===== config.mk =====
export PLATFORM = sky130hd
export DESIGN_NAME = apb_cmd_master_flat
export DESIGN_NICKNAME = d
export VERILOG_FILES = /design/src/rtl/apb_cmd_pkg.sv /design/src/rtl/apb_cmd_master_if.sv /design/src/rtl/apb_timeout_ctr.sv /design/src/rtl/apb_cmd_master.sv /design/src/flat_wrapper.sv
export SDC_FILE = /design/constraint.sdc
export NUM_CORES = 1
export LEC_CHECK = 0
export CAP_MARGIN = 0
export CORE_MARGIN = 5
export CORE_UTILIZATION = 46
export DETAILED_ROUTE_END_ITERATION = 6
export GPL_ROUTABILITY_DRIVEN = 0
export PLACE_DENSITY = 0.94
export REMOVE_ABC_BUFFERS = 1
export SYNTH_ARGS = -nofsm -noshare
export SYNTH_HDL_FRONTEND = slang
export SYNTH_SLANG_ARGS = --single-unit

===== constraint.sdc =====
create_clock -name CLK -period 7.5 [get_ports CLK]
set_input_delay 1.5 -clock CLK [delete_from_list [all_inputs] [get_ports CLK]]
set_output_delay 1.5 -clock CLK [all_outputs]
set_load 0.02 [all_outputs]

===== src/rtl/apb_cmd_pkg.sv =====
// Shared definitions for the APB command master: FSM encoding, the
// address alignment mask and the response error-cause codes.
package apb_cmd_pkg;

    // FSM state encoding
    localparam logic [1:0] ST_IDLE   = 2'd0;
    localparam logic [1:0] ST_SETUP  = 2'd1;
    localparam logic [1:0] ST_ACCESS = 2'd2;
    localparam logic [1:0] ST_RESP   = 2'd3;

    // Low address bits that must be zero for a word access
    localparam logic [1:0] ALIGN_MASK = 2'b11;

    // Why a response carries RSP_ERR (NONE when it does not)
    typedef enum logic [1:0] {
        CAUSE_NONE    = 2'd0,
        CAUSE_SLVERR  = 2'd1,
        CAUSE_ALIGN   = 2'd2,
        CAUSE_TIMEOUT = 2'd3
    } rsp_cause_e;

    // True when the byte address is not word aligned
    function automatic logic is_misaligned(input logic [1:0] addr_lsb);
        return (addr_lsb & ALIGN_MASK) != 2'b00;
    endfunction

endpackage


===== src/rtl/apb_cmd_master_if.sv =====
// Command/response stream plus APB3 bus signals of the command master.
//
// Handshake rule for both streams: a transfer happens on the rising
// clock edge where VALID and READY are both 1. The producer keeps VALID
// and its payload stable until that edge; READY may change freely and
// never depends combinationally on VALID.
interface apb_cmd_master_if #(
    parameter int ADDR_W = 32,
    parameter int DATA_W = 32
);
    // Command stream
    logic              CMD_VALID;
    logic              CMD_READY;
    logic              CMD_WRITE;
    logic [ADDR_W-1:0] CMD_ADDR;
    logic [DATA_W-1:0] CMD_WDATA;
    // Response stream
    logic              RSP_VALID;
    logic              RSP_READY;
    logic [DATA_W-1:0] RSP_RDATA;
    logic              RSP_ERR;
    logic              RSP_TIMEOUT;
    // APB3 bus
    logic [ADDR_W-1:0] PADDR;
    logic              PSEL;
    logic              PENABLE;
    logic              PWRITE;
    logic [DATA_W-1:0] PWDATA;
    logic              PREADY;
    logic              PSLVERR;
    logic [DATA_W-1:0] PRDATA;

    // View of the requester (the command master itself)
    modport master (
        input  CMD_VALID, CMD_WRITE, CMD_ADDR, CMD_WDATA, RSP_READY,
        input  PREADY, PSLVERR, PRDATA,
        output CMD_READY, RSP_VALID, RSP_RDATA, RSP_ERR, RSP_TIMEOUT,
        output PADDR, PSEL, PENABLE, PWRITE, PWDATA
    );

    // View of the environment: command source, response sink, APB slave
    modport slave (
        output CMD_VALID, CMD_WRITE, CMD_ADDR, CMD_WDATA, RSP_READY,
        output PREADY, PSLVERR, PRDATA,
        input  CMD_READY, RSP_VALID, RSP_RDATA, RSP_ERR, RSP_TIMEOUT,
        input  PADDR, PSEL, PENABLE, PWRITE, PWDATA
    );
endinterface


===== src/rtl/apb_timeout_ctr.sv =====
// Saturating ACCESS-phase wait counter. Flags expiry when the count
// reaches TIMEOUT-1; never expires when TIMEOUT is 0.
module apb_timeout_ctr #(
    parameter int TIMEOUT = 255,
    parameter int CNT_W   = 8
) (
    input  logic i_clk,
    input  logic i_rst,
    input  logic i_clear,
    input  logic i_enable,
    output logic o_expired
);

    localparam int               LIMIT_I = (TIMEOUT == 0) ? 0 : TIMEOUT - 1;
    localparam logic [CNT_W-1:0] LIMIT   = LIMIT_I[CNT_W-1:0];

    logic [CNT_W-1:0] r_count;
    logic             w_at_max;

    assign w_at_max = (r_count == {CNT_W{1'b1}});

    // Count waited cycles; clear wins, and the count holds at all-ones
    always_ff @(posedge i_clk or posedge i_rst) begin
        if (i_rst) begin
            r_count <= '0;
        end else if (i_clear) begin
            r_count <= '0;
        end else if (i_enable && !w_at_max) begin
            r_count <= r_count + CNT_W'(1);
        end
    end

    generate
        if (TIMEOUT == 0) begin : g_never
            assign o_expired = 1'b0;
        end else begin : g_limit
            assign o_expired = (r_count == LIMIT);
        end
    endgenerate

endmodule


===== src/rtl/apb_cmd_master.sv =====
// APB3 requester: turns one valid/ready command into one APB transfer
// and returns one response. One transfer in flight; all outputs come
// straight from flops so reset clears the bus asynchronously.
module apb_cmd_master
    import apb_cmd_pkg::*;
#(
    parameter int ADDR_W  = 32,
    parameter int DATA_W  = 32,
    parameter int TIMEOUT = 255,
    parameter int CNT_W   = 8
) (
    input  logic             CLK,
    input  logic             RESET,
    apb_cmd_master_if.master bus,
    output logic [1:0]       o_dbg_state
);

    logic [1:0]        r_state;
    logic              r_cmd_ready;
    logic              r_rsp_valid;
    logic [DATA_W-1:0] r_rsp_rdata;
    logic              r_rsp_err;
    logic              r_rsp_timeout;
    logic [ADDR_W-1:0] r_paddr;
    logic              r_psel;
    logic              r_penable;
    logic              r_pwrite;
    logic [DATA_W-1:0] r_pwdata;

    logic w_cmd_fire;
    logic w_misaligned;
    logic w_cnt_clear;
    logic w_cnt_enable;
    logic w_expired;

    assign w_cmd_fire   = r_cmd_ready && bus.CMD_VALID;
    assign w_misaligned = is_misaligned(bus.CMD_ADDR[1:0]);
    assign w_cnt_clear  = (r_state == ST_SETUP);
    assign w_cnt_enable = (r_state == ST_ACCESS) && !bus.PREADY;

    apb_timeout_ctr #(
        .TIMEOUT (TIMEOUT),
        .CNT_W   (CNT_W)
    ) u_timeout (
        .i_clk     (CLK),
        .i_rst     (RESET),
        .i_clear   (w_cnt_clear),
        .i_enable  (w_cnt_enable),
        .o_expired (w_expired)
    );

    // Command FSM: accept, run SETUP/ACCESS, then hold the response
    always_ff @(posedge CLK or posedge RESET) begin
        if (RESET) begin
            r_state       <= ST_IDLE;
            r_cmd_ready   <= 1'b0;
            r_rsp_valid   <= 1'b0;
            r_rsp_rdata   <= '0;
            r_rsp_err     <= 1'b0;
            r_rsp_timeout <= 1'b0;
            r_paddr       <= '0;
            r_psel        <= 1'b0;
            r_penable     <= 1'b0;
            r_pwrite      <= 1'b0;
            r_pwdata      <= '0;
        end else begin
            case (r_state)
                ST_IDLE: begin
                    if (!r_cmd_ready) begin
                        // first cycle out of reset: open the command port
                        r_cmd_ready <= 1'b1;
                    end else if (w_cmd_fire) begin
                        r_cmd_ready <= 1'b0;
                        if (w_misaligned) begin
                            // reject without touching the bus
                            r_rsp_valid   <= 1'b1;
                            r_rsp_err     <= 1'b1;
                            r_rsp_timeout <= 1'b0;
                            r_rsp_rdata   <= '0;
                            r_state       <= ST_RESP;
                        end else begin
                            r_paddr  <= bus.CMD_ADDR;
                            r_pwrite <= bus.CMD_WRITE;
                            r_pwdata <= bus.CMD_WDATA;
                            r_psel   <= 1'b1;
                            r_state  <= ST_SETUP;
                        end
                    end
                end
                ST_SETUP: begin
                    r_penable <= 1'b1;
                    r_state   <= ST_ACCESS;
                end
                ST_ACCESS: begin
                    // PREADY is checked first so it beats a same-cycle timeout
                    if (bus.PREADY) begin
                        r_psel        <= 1'b0;
                        r_penable     <= 1'b0;
                        r_rsp_valid   <= 1'b1;
                        r_rsp_rdata   <= r_pwrite ? '0 : bus.PRDATA;
                        r_rsp_err     <= bus.PSLVERR;
                        r_rsp_timeout <= 1'b0;
                        r_state       <= ST_RESP;
                    end else if (w_expired) begin
                        r_psel        <= 1'b0;
                        r_penable     <= 1'b0;
                        r_rsp_valid   <= 1'b1;
                        r_rsp_rdata   <= '0;
                        r_rsp_err     <= 1'b1;
                        r_rsp_timeout <= 1'b1;
                        r_state       <= ST_RESP;
                    end
                end
                ST_RESP: begin
                    if (bus.RSP_READY) begin
                        r_rsp_valid <= 1'b0;
                        r_cmd_ready <= 1'b1;
                        r_state     <= ST_IDLE;
                    end
                end
            endcase
        end
    end

    assign bus.CMD_READY   = r_cmd_ready;
    assign bus.RSP_VALID   = r_rsp_valid;
    assign bus.RSP_RDATA   = r_rsp_rdata;
    assign bus.RSP_ERR     = r_rsp_err;
    assign bus.RSP_TIMEOUT = r_rsp_timeout;
    assign bus.PADDR       = r_paddr;
    assign bus.PSEL        = r_psel;
    assign bus.PENABLE     = r_penable;
    assign bus.PWRITE      = r_pwrite;
    assign bus.PWDATA      = r_pwdata;
    assign o_dbg_state     = r_state;

endmodule


===== src/flat_wrapper.sv =====
// flat-port wrapper written by rule: the top's interface ports become plain ports
module apb_cmd_master_flat import apb_cmd_pkg::*;
#(
    parameter int ADDR_W  = 32,
    parameter int DATA_W  = 32,
    parameter int TIMEOUT = 255,
    parameter int CNT_W   = 8
)
  (CLK, RESET, o_dbg_state, bus_CMD_VALID, bus_CMD_WRITE, bus_CMD_ADDR, bus_CMD_WDATA, bus_RSP_READY, bus_PREADY, bus_PSLVERR, bus_PRDATA, bus_CMD_READY, bus_RSP_VALID, bus_RSP_RDATA, bus_RSP_ERR, bus_RSP_TIMEOUT, bus_PADDR, bus_PSEL, bus_PENABLE, bus_PWRITE, bus_PWDATA);
  apb_cmd_master_if #(.ADDR_W(ADDR_W), .DATA_W(DATA_W)) bus_i ();
  input  logic CLK;
  input  logic RESET;
  output logic [1:0] o_dbg_state;
  input wire logic [$bits(bus_i.CMD_VALID)-1:0] bus_CMD_VALID;
  input wire logic [$bits(bus_i.CMD_WRITE)-1:0] bus_CMD_WRITE;
  input wire logic [$bits(bus_i.CMD_ADDR)-1:0] bus_CMD_ADDR;
  input wire logic [$bits(bus_i.CMD_WDATA)-1:0] bus_CMD_WDATA;
  input wire logic [$bits(bus_i.RSP_READY)-1:0] bus_RSP_READY;
  input wire logic [$bits(bus_i.PREADY)-1:0] bus_PREADY;
  input wire logic [$bits(bus_i.PSLVERR)-1:0] bus_PSLVERR;
  input wire logic [$bits(bus_i.PRDATA)-1:0] bus_PRDATA;
  output wire logic [$bits(bus_i.CMD_READY)-1:0] bus_CMD_READY;
  output wire logic [$bits(bus_i.RSP_VALID)-1:0] bus_RSP_VALID;
  output wire logic [$bits(bus_i.RSP_RDATA)-1:0] bus_RSP_RDATA;
  output wire logic [$bits(bus_i.RSP_ERR)-1:0] bus_RSP_ERR;
  output wire logic [$bits(bus_i.RSP_TIMEOUT)-1:0] bus_RSP_TIMEOUT;
  output wire logic [$bits(bus_i.PADDR)-1:0] bus_PADDR;
  output wire logic [$bits(bus_i.PSEL)-1:0] bus_PSEL;
  output wire logic [$bits(bus_i.PENABLE)-1:0] bus_PENABLE;
  output wire logic [$bits(bus_i.PWRITE)-1:0] bus_PWRITE;
  output wire logic [$bits(bus_i.PWDATA)-1:0] bus_PWDATA;
  assign bus_i.CMD_VALID = bus_CMD_VALID;
  assign bus_i.CMD_WRITE = bus_CMD_WRITE;
  assign bus_i.CMD_ADDR = bus_CMD_ADDR;
  assign bus_i.CMD_WDATA = bus_CMD_WDATA;
  assign bus_i.RSP_READY = bus_RSP_READY;
  assign bus_i.PREADY = bus_PREADY;
  assign bus_i.PSLVERR = bus_PSLVERR;
  assign bus_i.PRDATA = bus_PRDATA;
  assign bus_CMD_READY = bus_i.CMD_READY;
  assign bus_RSP_VALID = bus_i.RSP_VALID;
  assign bus_RSP_RDATA = bus_i.RSP_RDATA;
  assign bus_RSP_ERR = bus_i.RSP_ERR;
  assign bus_RSP_TIMEOUT = bus_i.RSP_TIMEOUT;
  assign bus_PADDR = bus_i.PADDR;
  assign bus_PSEL = bus_i.PSEL;
  assign bus_PENABLE = bus_i.PENABLE;
  assign bus_PWRITE = bus_i.PWRITE;
  assign bus_PWDATA = bus_i.PWDATA;
  apb_cmd_master #(.ADDR_W(ADDR_W), .DATA_W(DATA_W), .TIMEOUT(TIMEOUT), .CNT_W(CNT_W)) u_core (.CLK(CLK), .RESET(RESET), .bus(bus_i), .o_dbg_state(o_dbg_state));
endmodule

==> summary.md, run 1 <==
| Metric | Value |
|---|---|
| Final-report max-slew violation count | 0 |
| Worst setup slack for register-to-register paths | 5.05 ns |
| CTS tree | built |
| Fraction of the yosys area taken by sequential cells | 0.5867 |
| Final antenna diode count | 0 |
| Sum of routed wire length over all layers | 12,290 µm |
| Net switching power | 1.186 mW |
| Number of ports placed on the die boundary | 208 |
| Share of final-layout standard cells stronger than drive strength 1 | 0.1756 |
| Post-route total power | 3.294 mW |
| Routed wire length per instance | 16.75 µm |
| Global-route congestion overflow total | 0 |
| Effective utilization at floorplan | 0.4690 |
| Critical path start-end classification | flop to primary output |
| Number of post-CTS setup repair buffers | 0 |
| Clock share of power | 0.215 |
| Area contributors post-synth | sky130_fd_sc_hd__dfrtp_1, sky130_fd_sc_hd__mux2_2, sky130_fd_sc_hd__mux2i_1, sky130_fd_sc_hd__inv_1, sky130_fd_sc_hd__nand2_1 |
| Transition time of the tightest slew-check pin | 1.261 ns |
| Mapped Cells | 374 |
| Portion of total power attributed to sequential cells | 0.319 |
| Clk Latency, worst-skew pair | 0.51 ns |
| Share of Yosys cell area claimed by the top area cell type | 0.5867 |
| Number of I/O port buffers | 207 |
| Worst-case clock skew | 0.01109 ns |
| Cell accounting for the most synthesized area | sky130_fd_sc_hd__dfrtp_1 |
| Min-Delay Path Class | flop to flop |
| Crit end category | primary output |
| Clock period minus worst slack | 3.081 ns |
| Max cap viols | 0 |
| Std-Cell Core Area | 10,280 µm² |
| Area growth, synth to finish | 55.09% |
| Initial DRC Count | 194 |
| Combinational share of power | 0.466 |
| Worst EP required | 6.00 ns |
| Residual antenna-violating net count after detailed routing | 0 |
| FFs w/ async S/R, synth | 1.000 |
| Top post-synthesis cells by count | sky130_fd_sc_hd__dfrtp_1, sky130_fd_sc_hd__mux2_2, sky130_fd_sc_hd__inv_1, sky130_fd_sc_hd__nand2_1, sky130_fd_sc_hd__mux2i_1 |
| Data arrival time of the critical path | 1.58 ns |
| Chip Height | 112.4 µm |
| RSZ-0062 raised after global routing | no |
| Family of cells with the greatest summed delay on the critical path | buffers and inverters |
| Leakage power of the design | 3.332 nW |
| Post-synth EDFFs | 0 |
| Met2 Wirelength | 6331 µm |
| Final nets | 695 |
| Longest Clk Path Bufs | 2 |
| Netlist area before placement | 4820 µm² |
| Endpoints failing hold | 0 |
| Cell with the most instances after synthesis | sky130_fd_sc_hd__dfrtp_1 |
| Yosys warnings | 0 |
| CTS sink cnt | 113 |
| Full die area | 12,620 µm² |
| Drt via density | 4.828 |
| Switching fraction of total power | 0.3599 |
| Max transition margin | 0.1584 |
| Number of clock buffers inserted by TritonCTS | 17 |
| First-pass iteration count of the detailed router | 4 |
| Upper clock frequency limit | 324.6 MHz |
| Critical Path Slowest Stage Cell | sky130_fd_sc_hd__clkdlybuf4s50_1 |
| Cell internal power dissipation | 2.109 mW |
| Worst Setup Start Kind | flop |
| Maximum number of pins on one net before global-route repair | 66 |
| Post-route non-filler standard cell count | 734 |
| CTS hold repair buffers | 0 |
| Number of placed instances, taps included | 702 |
| Maximum VDD drop | 0.2522 mV |
| HPWL after detailed placement | 9280 µm |
| Largest stage delay, worst path | 0.65 ns |
| Master cell of the clock root buffer | sky130_fd_sc_hd__clkbuf_8 |
| Count of instances resized after the clock tree is built | 0 |
| Remaining design rule violation count | 0 |
| Status | completed |
| Number of flip-flops and latches in the synthesized netlist | 113 |
| Wire length of the first global-routing pass | 19,800 µm |
| Peak fanout along the critical path | 5 |
| Total routing usage reported by global routing | 0.1977 |
| Cells along the critical path | clkdlybuf4s50_1 |
| Vias in the first global route | 3,904 |
| Vias post-DR | 3,544 |
| Placement row count | 37 |
| Average instance area after synthesis | 12.89 µm² |
| Share of the clock period used by the worst path after layout | 0.4108 |
| Sum of negative setup slack | 0 ns |
| Netlist cell types | 39 |
| Power density over the cells | 440.7 nW/µm² |
| Horizontal die dimension | 112.4 µm |
| Initial antenna violation count | 0 |
| Uppermost layer routed | met4 |
| Bufs and invs on worst path | 1 |
| Main synth FF type | sky130_fd_sc_hd__dfrtp_1 |
| Detailed-routed wire length on met3 | 1000 µm |
| Number of setup violations in the final report | 0 |
| Met1 wire length | 4773 µm |
| Clock-pin slew on the worst setup and hold paths | 0.06 ns |
| CTS HTree Levels | 4 |
-- registers in the layout, indices dropped and copies added, names as in the netlist --
name,count
u_core.bus.CMD_READY,1
u_core.bus.PADDR,32
u_core.bus.PENABLE,1
u_core.bus.PSEL,1
u_core.bus.PWDATA,32
u_core.bus.PWRITE,1
u_core.bus.RSP_ERR,1
u_core.bus.RSP_RDATA,32
u_core.bus.RSP_TIMEOUT,1
u_core.bus.RSP_VALID,1
u_core.o_dbg_state,2
u_core.u_timeout.r_count,8
-- cells in the final DEF, fill, tap and decap left out, drive strengths merged, types with 2 or more instances in the layout --
cell           synthesis  layout
o21ai                  7       7
mux2                  65      65
nand2                 39      39
nor2b                  3       3
buf                   15       3
clkdlybuf4s50          0     207
clkinv                 0       9
a211oi                 2       2
ha                     7       7
nand3                  3       3
a31oi                  2       2
a21oi                  2       2
mux2i                 34      34
nor2                  15      15
clkbuf                 3      21
dfrtp                113     113
xnor2                  6       6
a22o                   2       2
inv                   39      39
nand4b                 2       2
-- power groups by stage --
stage / Sequential (mW) / Combinational (mW) / Clock, mW
global route: 1.09 / 1.63 / 0.755
finish: 1.05 / 1.54 / 0.708
CTS: 1.05 / 1.56 / 0.720
floorplan: 1.37 / 0.516 / 0
global placement: 1.04 / 1.50 / 0
detailed placement: 1.06 / 1.55 / 0
-- stage by stage --
stage | setup WS [ns] | util | hold WS [ns] | cell area, µm²
global route | 4.278 | 0.7273 | 0.5210 | 7475
global placement | 3.971 | 0.6758 | 0.4835 | 6945
finish | 4.419 | 0.7273 | 0.4934 | 7475
floorplan | 0.7893 | - | 0.5430 | 4671
detailed placement | 3.921 | 0.6758 | 0.4841 | 6945
CTS | 4.392 | 0.7273 | 0.4993 | 7475
-- final timing paths --
check	from	endpoint	cells after the start
max in group asynchronous	RESET	u_core.bus.PWDATA[12]	3
worst min-delay path	u_core.bus.PENABLE	u_core.bus.PENABLE	1
worst min register to register	u_core.bus.PENABLE	u_core.bus.PENABLE	1
min in group asynchronous	RESET	u_core.bus.PADDR[7]	2
worst max-delay path	u_core.o_dbg_state[0]	o_dbg_state[0]	1
worst max register to register	u_core.o_dbg_state[0]	u_core.bus.RSP_RDATA[17]	6
-- routing by layer --
metal  GRT usage  vias to the layer above
li1            -                     1678
met1      0.2212                     1689
met2      0.3500                      159
met3     0.06846                       18
met4     0.06971                        0
met5           0                        -
-- logic make-up (layout without fill, tap and decap cells) --
family	count (synthesis)	after routing	share of synthesized area
fa+ha+maj	7	7	0.01817
flops	113	113	0.5867
mux	99	99	0.2233
xor+xnor	6	6	0.01090
simple gates	69	69	0.06412
buf+inv	57	281	0.06127
compound gates	23	23	0.03557
-- final cells by class --
class | instances | area, µm²
Fill cell | 678 | 2803
Inverter | 39 | 148.9
Clock inverter | 11 | 90.09
Multi-Input combinational cell | 204 | 1704
Clock buffer | 21 | 439.2
Timing Repair Buffer | 210 | 2095
Sequential cell | 113 | 2828
Tap cell | 136 | 170.2
Note: power is estimated with default switching activity, not from simulation.
==> run 2, diff against run 1 <==
- CORE_UTILIZATION: 46 -> 38
- PLACE_DENSITY: 0.94 -> 0.84
- clock period: 7.5 -> 2.6 ns (I/O delays scaled with it)
==> run 2 against run 1 <==
  * Clock skew is 0.0010 ns lower
  * Sequential cell count stayed put
  * Critical path depth is 6 higher
  * First-iteration DRC count is 6.2% higher
  * Critical path type is now flop to flop
  * Cell area is 2.3% higher
  * Routed wire length is 2.8% higher
  * Via count is 1.0% higher
  * Power grew to 3.0 times the previous value
  * Clock-buffer cell count is 3 lower
  * Final cell count is 5.0% higher
==> summary.md, run 2 (synthesis results as in run 1) <==
| Metric | Value |
|---|---|
| Status | completed |
| Final-report max-slew violation count | 0 |
| Most frequent standard cell in the layout excluding fill and tap cells | sky130_fd_sc_hd__clkdlybuf4s50_1 |
| Clock-pin slew on the worst setup and hold paths | 0.06 ns |
| Clock period minus worst slack | 2.088 ns |
| RSZ-0062 raised after global routing | no |
| Global-route congestion overflow total | 0 |
| Count of instances resized after the clock tree is built | 0 |
| Worst Setup Start Kind | flop |
| Worst setup slack for register-to-register paths | 0.51 ns |
| Placement row count | 41 |
| Area of the multi-input gates | 1704 µm² |
| Residual antenna-violating net count after detailed routing | 0 |
| CTS sink cnt | 113 |
| Number of post-CTS setup repair buffers | 0 |
| Min-Delay Path Class | input port to async pin |
| CTS tree | built |
| Max transition margin | 0.7450 |
| Drt via density | 4.643 |
| Horizontal die dimension | 122.6 µm |
| Initial antenna violation count | 0 |
| Number of clock buffers inserted by TritonCTS | 17 |
| Max cap viols | 0 |
| Total routing usage reported by global routing | 0.1670 |
| Share of the clock period used by the worst path after layout | 0.8032 |
| Leakage power of the design | 3.383 nW |
| Post-route total power | 9.787 mW |
| Maximum number of pins on one net before global-route repair | 66 |
| Worst-case clock skew | 0.01007 ns |
| Transition time of the tightest slew-check pin | 0.3809 ns |
| Crit end category | flop |
| Master cell of the clock root buffer | sky130_fd_sc_hd__clkbuf_16 |
| Full die area | 15,040 µm² |
| Final antenna diode count | 0 |
| Maximum VDD drop | 0.6314 mV |
| Vias post-DR | 3,580 |
| Endpoint of the worst register-to-register path | u_core.bus.RSP_RDATA[17] |
| Initial DRC Count | 206 |
| Remaining design rule violation count | 0 |
| CTS HTree Levels | 4 |
| Critical path start-end classification | flop to flop |
| Sequential Area | 2828 µm² |
| Endpoints failing hold | 0 |
| CTS hold repair buffers | 0 |
| Std-Cell Core Area | 12,520 µm² |
| Vias in the first global route | 3,937 |
| Final nets | 698 |
| Leading cell types in the layout, fill and taps excluded | sky130_fd_sc_hd__clkdlybuf4s50_1, sky130_fd_sc_hd__dfrtp_1, sky130_fd_sc_hd__mux2_2, sky130_fd_sc_hd__nand2_1, sky130_fd_sc_hd__inv_1 |
| Worst EP required | 2.92 ns |
| Routed wire length per instance | 16.38 µm |
| Startpoint of the most critical register-to-register path | u_core.o_dbg_state[0] |
| Chip Height | 122.6 µm |
| Clk Latency, worst-skew pair | 0.40 ns |
| Number of ports placed on the die boundary | 208 |
| Reg2Reg Depth | 7 |
| Data arrival time of the critical path | 2.41 ns |
| Wire length of the first global-routing pass | 19,540 µm |
| First-pass iteration count of the detailed router | 4 |
| Number of setup violations in the final report | 0 |
| Fill cells | 1,020 |
| Area growth, synth to finish | 58.62% |
| Power density over the cells | 1280 nW/µm² |
| Sum of negative setup slack | 0 ns |
| Longest Clk Path Bufs | 2 |
| Upper clock frequency limit | 478.9 MHz |
| Sum of routed wire length over all layers | 12,630 µm |
| Share of final-layout standard cells stronger than drive strength 1 | 0.1820 |
| Number of I/O port buffers | 207 |
| Effective utilization at floorplan | 0.3850 |
| Peak fanout along the critical path | 33 |
| HPWL after detailed placement | 9308 µm |
## run 2: worst max-delay path by stage
stage	slack, ns	end	start
after floorplan	-3.52	u_core.bus.PADDR[10]	u_core.o_dbg_state[0]
after global placement	0.43	u_core.bus.PADDR[14]	bus_CMD_VALID
after detailed placement	0.33	u_core.bus.RSP_RDATA[28]	bus_PREADY
after CTS	0.47	u_core.bus.RSP_RDATA[17]	u_core.o_dbg_state[0]
after global routing	0.31	u_core.bus.RSP_RDATA[18]	u_core.o_dbg_state[0]
final	0.51	u_core.bus.RSP_RDATA[17]	u_core.o_dbg_state[0]
## run 2: report_power, final
group | switching, mW | total (mW) | internal, mW
logic | 2.18 | 4.48 | 2.30
registers | 0.478 | 3.03 | 2.55
clock network | 0.774 | 2.28 | 1.51
## run 2: critical path, cell delays in order, from the launching register on
cell and delay [ns]:
sky130_fd_sc_hd__dfrtp_1 0.43, sky130_fd_sc_hd__inv_1 0.13, sky130_fd_sc_hd__ha_1 0.37, sky130_fd_sc_hd__and2b_1 0.23, sky130_fd_sc_hd__o21ai_2 0.09, sky130_fd_sc_hd__o211ai_1 0.20
sky130_fd_sc_hd__buf_12 0.29, sky130_fd_sc_hd__mux2i_1 0.24
## run 2: stage by stage
| stage | setup WS, ns | instances | hold slack, ns | util | instance area, µm² |
|---|---|---|---|---|---|
| 2_1_floorplan | -3.519 | 356 | 0.5430 | - | 4671 |
| 3_3_place_gp | 0.4278 | 741 | 0.4831 | 0.5643 | 7063 |
| 5_1_grt | 0.3095 | 771 | 0.5011 | 0.6108 | 7645 |
| 3_5_place_dp | 0.3272 | 741 | 0.4866 | 0.5643 | 7063 |
| 4_1_cts | 0.4732 | 771 | 0.4805 | 0.6108 | 7645 |
| 6_report | 0.5117 | 771 | 0.4803 | 0.6108 | 7645 |
## run 2: routing by layer
| layer | GRT usage | vias up | wire length, µm |
|---|---|---|---|
| met3 | 0.05438 | 16 | 946 |
| met4 | 0.05598 | 0 | 167 |
| met5 | 0 | - | 0 |
| met1 | 0.1951 | 1738 | 5142 |
| li1 | - | 1678 | - |
| met2 | 0.2899 | 148 | 6373 |
## run 2: cell type report
type                    instances  share of cell area
multi-input cells             204              0.2229
well taps                     172             0.02815
clock buffers                  18             0.05745
repair buffers                213              0.2835
clock inverters                12             0.01866
flip-flops and latches        113              0.3699
inverters                      39             0.01948
==> run 3, diff against run 2 <==
- clock period: 2.6 -> 1.9 ns (I/O delays scaled with it)
==> run 3 against run 2 <==
  * Combinational power grew 46%
  * Power is 42% higher
  * Via count grew 2.9%
  * Register-to-register slack got worse by 0.47 ns
  * Clock skew shrank 0.0015 ns
  * Largest cell class unchanged
  * Cell area increased by 4.0%
  * Core utilization is 2.4 points higher
  * Clock-buffer cell count rose by 2
==> summary.md, run 3 (synthesis results as in run 1) <==
| Metric | Value |
|---|---|
| Final-report max-slew violation count | 0 |
| Final antenna diode count | 0 |
| Share of final-layout standard cells stronger than drive strength 1 | 0.2192 |
| Std-Cell Core Area | 12,520 µm² |
| Total routing usage reported by global routing | 0.1734 |
| CTS sink cnt | 113 |
| Status | completed |
| Number of placed instances, taps included | 757 |
| Post-route non-filler standard cell count | 797 |
| CTS hold repair buffers | 0 |
| Final nets | 723 |
| Peak-usage layer in the global routing report | met2 |
| Fin util | 0.6352 |
| Worst hold slack after final layout | 0.3184 ns |
| First-pass iteration count of the detailed router | 4 |
| Post-route total power | 13.86 mW |
| Master cell of the clock root buffer | sky130_fd_sc_hd__clkbuf_16 |
| Sum of routed wire length over all layers | 13,480 µm |
| Maximum VDD drop | 0.9524 mV |
| Residual antenna-violating net count after detailed routing | 0 |
| Horizontal die dimension | 122.6 µm |
| Maximum number of pins on one net before global-route repair | 45 |
| Drt via density | 4.622 |
| Routed wire length per instance | 16.91 µm |
| Number of setup violations in the final report | 0 |
| Chip Height | 122.6 µm |
| Number of clock buffers inserted by TritonCTS | 17 |
| Vias post-DR | 3,684 |
| Peak fanout along the critical path | 16 |
| Vias in the first global route | 4,010 |
| Global-route congestion overflow total | 0 |
| Sum of negative setup slack | 0 ns |
| Initial antenna violation count | 0 |
| Worst EP required | 2.17 ns |
| GR Util met3 | 0.05576 |
| Share of the clock period used by the worst path after layout | 0.9791 |
| GR Util met2 | 0.2978 |
| Worst Setup Start Kind | flop |
| Longest Clk Path Bufs | 2 |
| Wire length of the first global-routing pass | 20,330 µm |
| Min-Delay Path Class | input port to async pin |
| Number of ports placed on the die boundary | 208 |
| Most frequent standard cell in the layout excluding fill and tap cells | sky130_fd_sc_hd__clkdlybuf4s50_1 |
| RSZ-0062 raised after global routing | yes |
| Crit end category | flop |
| Clock-pin slew on the worst setup and hold paths | 0.06 ns |
| Placement row count | 41 |
| Initial DRC Count | 153 |
| Worst setup timing slack at the placement stage | -0.1693 ns |
| Met1 track demand over resource | 0.2063 |
| Area growth, synth to finish | 64.98% |
| Max cap viols | 0 |
| Worst-case clock skew | 0.008610 ns |
| Leading cell types in the layout, fill and taps excluded | sky130_fd_sc_hd__clkdlybuf4s50_1, sky130_fd_sc_hd__dfrtp_1, sky130_fd_sc_hd__mux2_2, sky130_fd_sc_hd__nand2_1, sky130_fd_sc_hd__inv_1 |
| Number of I/O port buffers | 207 |
| Final Instance Area | 7951 µm² |
| CTS HTree Levels | 4 |
| Effective utilization at floorplan | 0.3850 |
| Placed inst area | 7196 µm² |
| CTS tree | built |
| Transition time of the tightest slew-check pin | 0.3541 ns |
| Max transition margin | 0.7635 |
| HPWL after detailed placement | 9370 µm |
| Power density over the cells | 1743 nW/µm² |
| Endpoints failing hold | 0 |
| Leakage power of the design | 3.544 nW |
| Post-route setup slack | 0.03967 ns |
| Remaining design rule violation count | 0 |
| Clk Latency, worst-skew pair | 0.39 ns |
| Data arrival time of the critical path | 2.13 ns |
| Clock period minus worst slack | 1.860 ns |
| Critical path start-end classification | flop to flop |
| Full die area | 15,040 µm² |
| Upper clock frequency limit | 537.5 MHz |
[run 3: cell count changes in the layout (fill, tap and decap cells not counted), moves of 2 or more]
cell                              delta
sky130_fd_sc_hd__buf_16              +2
sky130_fd_sc_hd__dlygate4sd2_1       +2
sky130_fd_sc_hd__clkdlybuf4s50_1     -2
sky130_fd_sc_hd__buf_4              +20
sky130_fd_sc_hd__ha_1                -2
sky130_fd_sc_hd__ha_2                +2
sky130_fd_sc_hd__clkbuf_16           +3
[run 3: cell type report]
cell class / count / area (µm²)
well taps: 172 / 215.2
multi-input cells: 204 / 1720
repair buffers: 238 / 2445
fillers: 981 / 4566
clock inverters: 11 / 137.6
inverters: 39 / 148.9
clock buffers: 20 / 456.7
flip-flops and latches: 113 / 2828
[run 3: report_power, final]
part	switching (mW)	internal, mW	leakage, nW
logic	3.09	3.45	1.78
registers	0.659	3.49	1.47
clock network	1.06	2.11	0.287
total	4.81	9.05	3.54
[run 3: worst paths after layout]
| kind | from | to | slack, ns | depth (start not counted) |
|---|---|---|---|---|
| worst max-delay path | u_core.o_dbg_state[1] | u_core.bus.PWDATA[5] | 0.04 | 7 |
| min in group CLK | u_core.bus.PADDR[1] | u_core.bus.PADDR[1] | 0.50 | 1 |
| worst min-delay path | RESET | u_core.bus.CMD_READY | 0.32 | 2 |
| max in group asynchronous | RESET | u_core.bus.PWDATA[1] | 1.05 | 3 |
| worst max register to register | u_core.o_dbg_state[1] | u_core.bus.PWDATA[5] | 0.04 | 7 |
| worst min register to register | u_core.bus.PADDR[1] | u_core.bus.PADDR[1] | 0.50 | 1 |
[run 3: timing repair]
| action | in CTS | in global routing |
|---|---|---|
| buffers inserted | 2 | 3 |
| resized for setup | 4 | 4 |
| pin swaps | 1 | 1 |
| setup endpoints to repair | 65 | 97 |
| endpoints found under the hold margin | 0 | 0 |
| gates cloned | 1 | 3 |
[run 3: worst max-delay path: stages, from the launching register on]
cell and delay (ns):
sky130_fd_sc_hd__dfrtp_1 0.42, sky130_fd_sc_hd__inv_1 0.09, sky130_fd_sc_hd__ha_2 0.22, sky130_fd_sc_hd__nand3_2 0.12, sky130_fd_sc_hd__nor3_4 0.14, sky130_fd_sc_hd__buf_4 0.19
sky130_fd_sc_hd__clkbuf_16 0.20, sky130_fd_sc_hd__mux2_2 0.35
[run 3: layer usage]
layer	vias to the layer above	routed length [µm]	part of all wire
li1	1737	-	-
met1	1781	5395	0.40
met2	158	7007	0.52
met3	8	977	0.073
met4	0	95	0.0071
met5	-	0	0
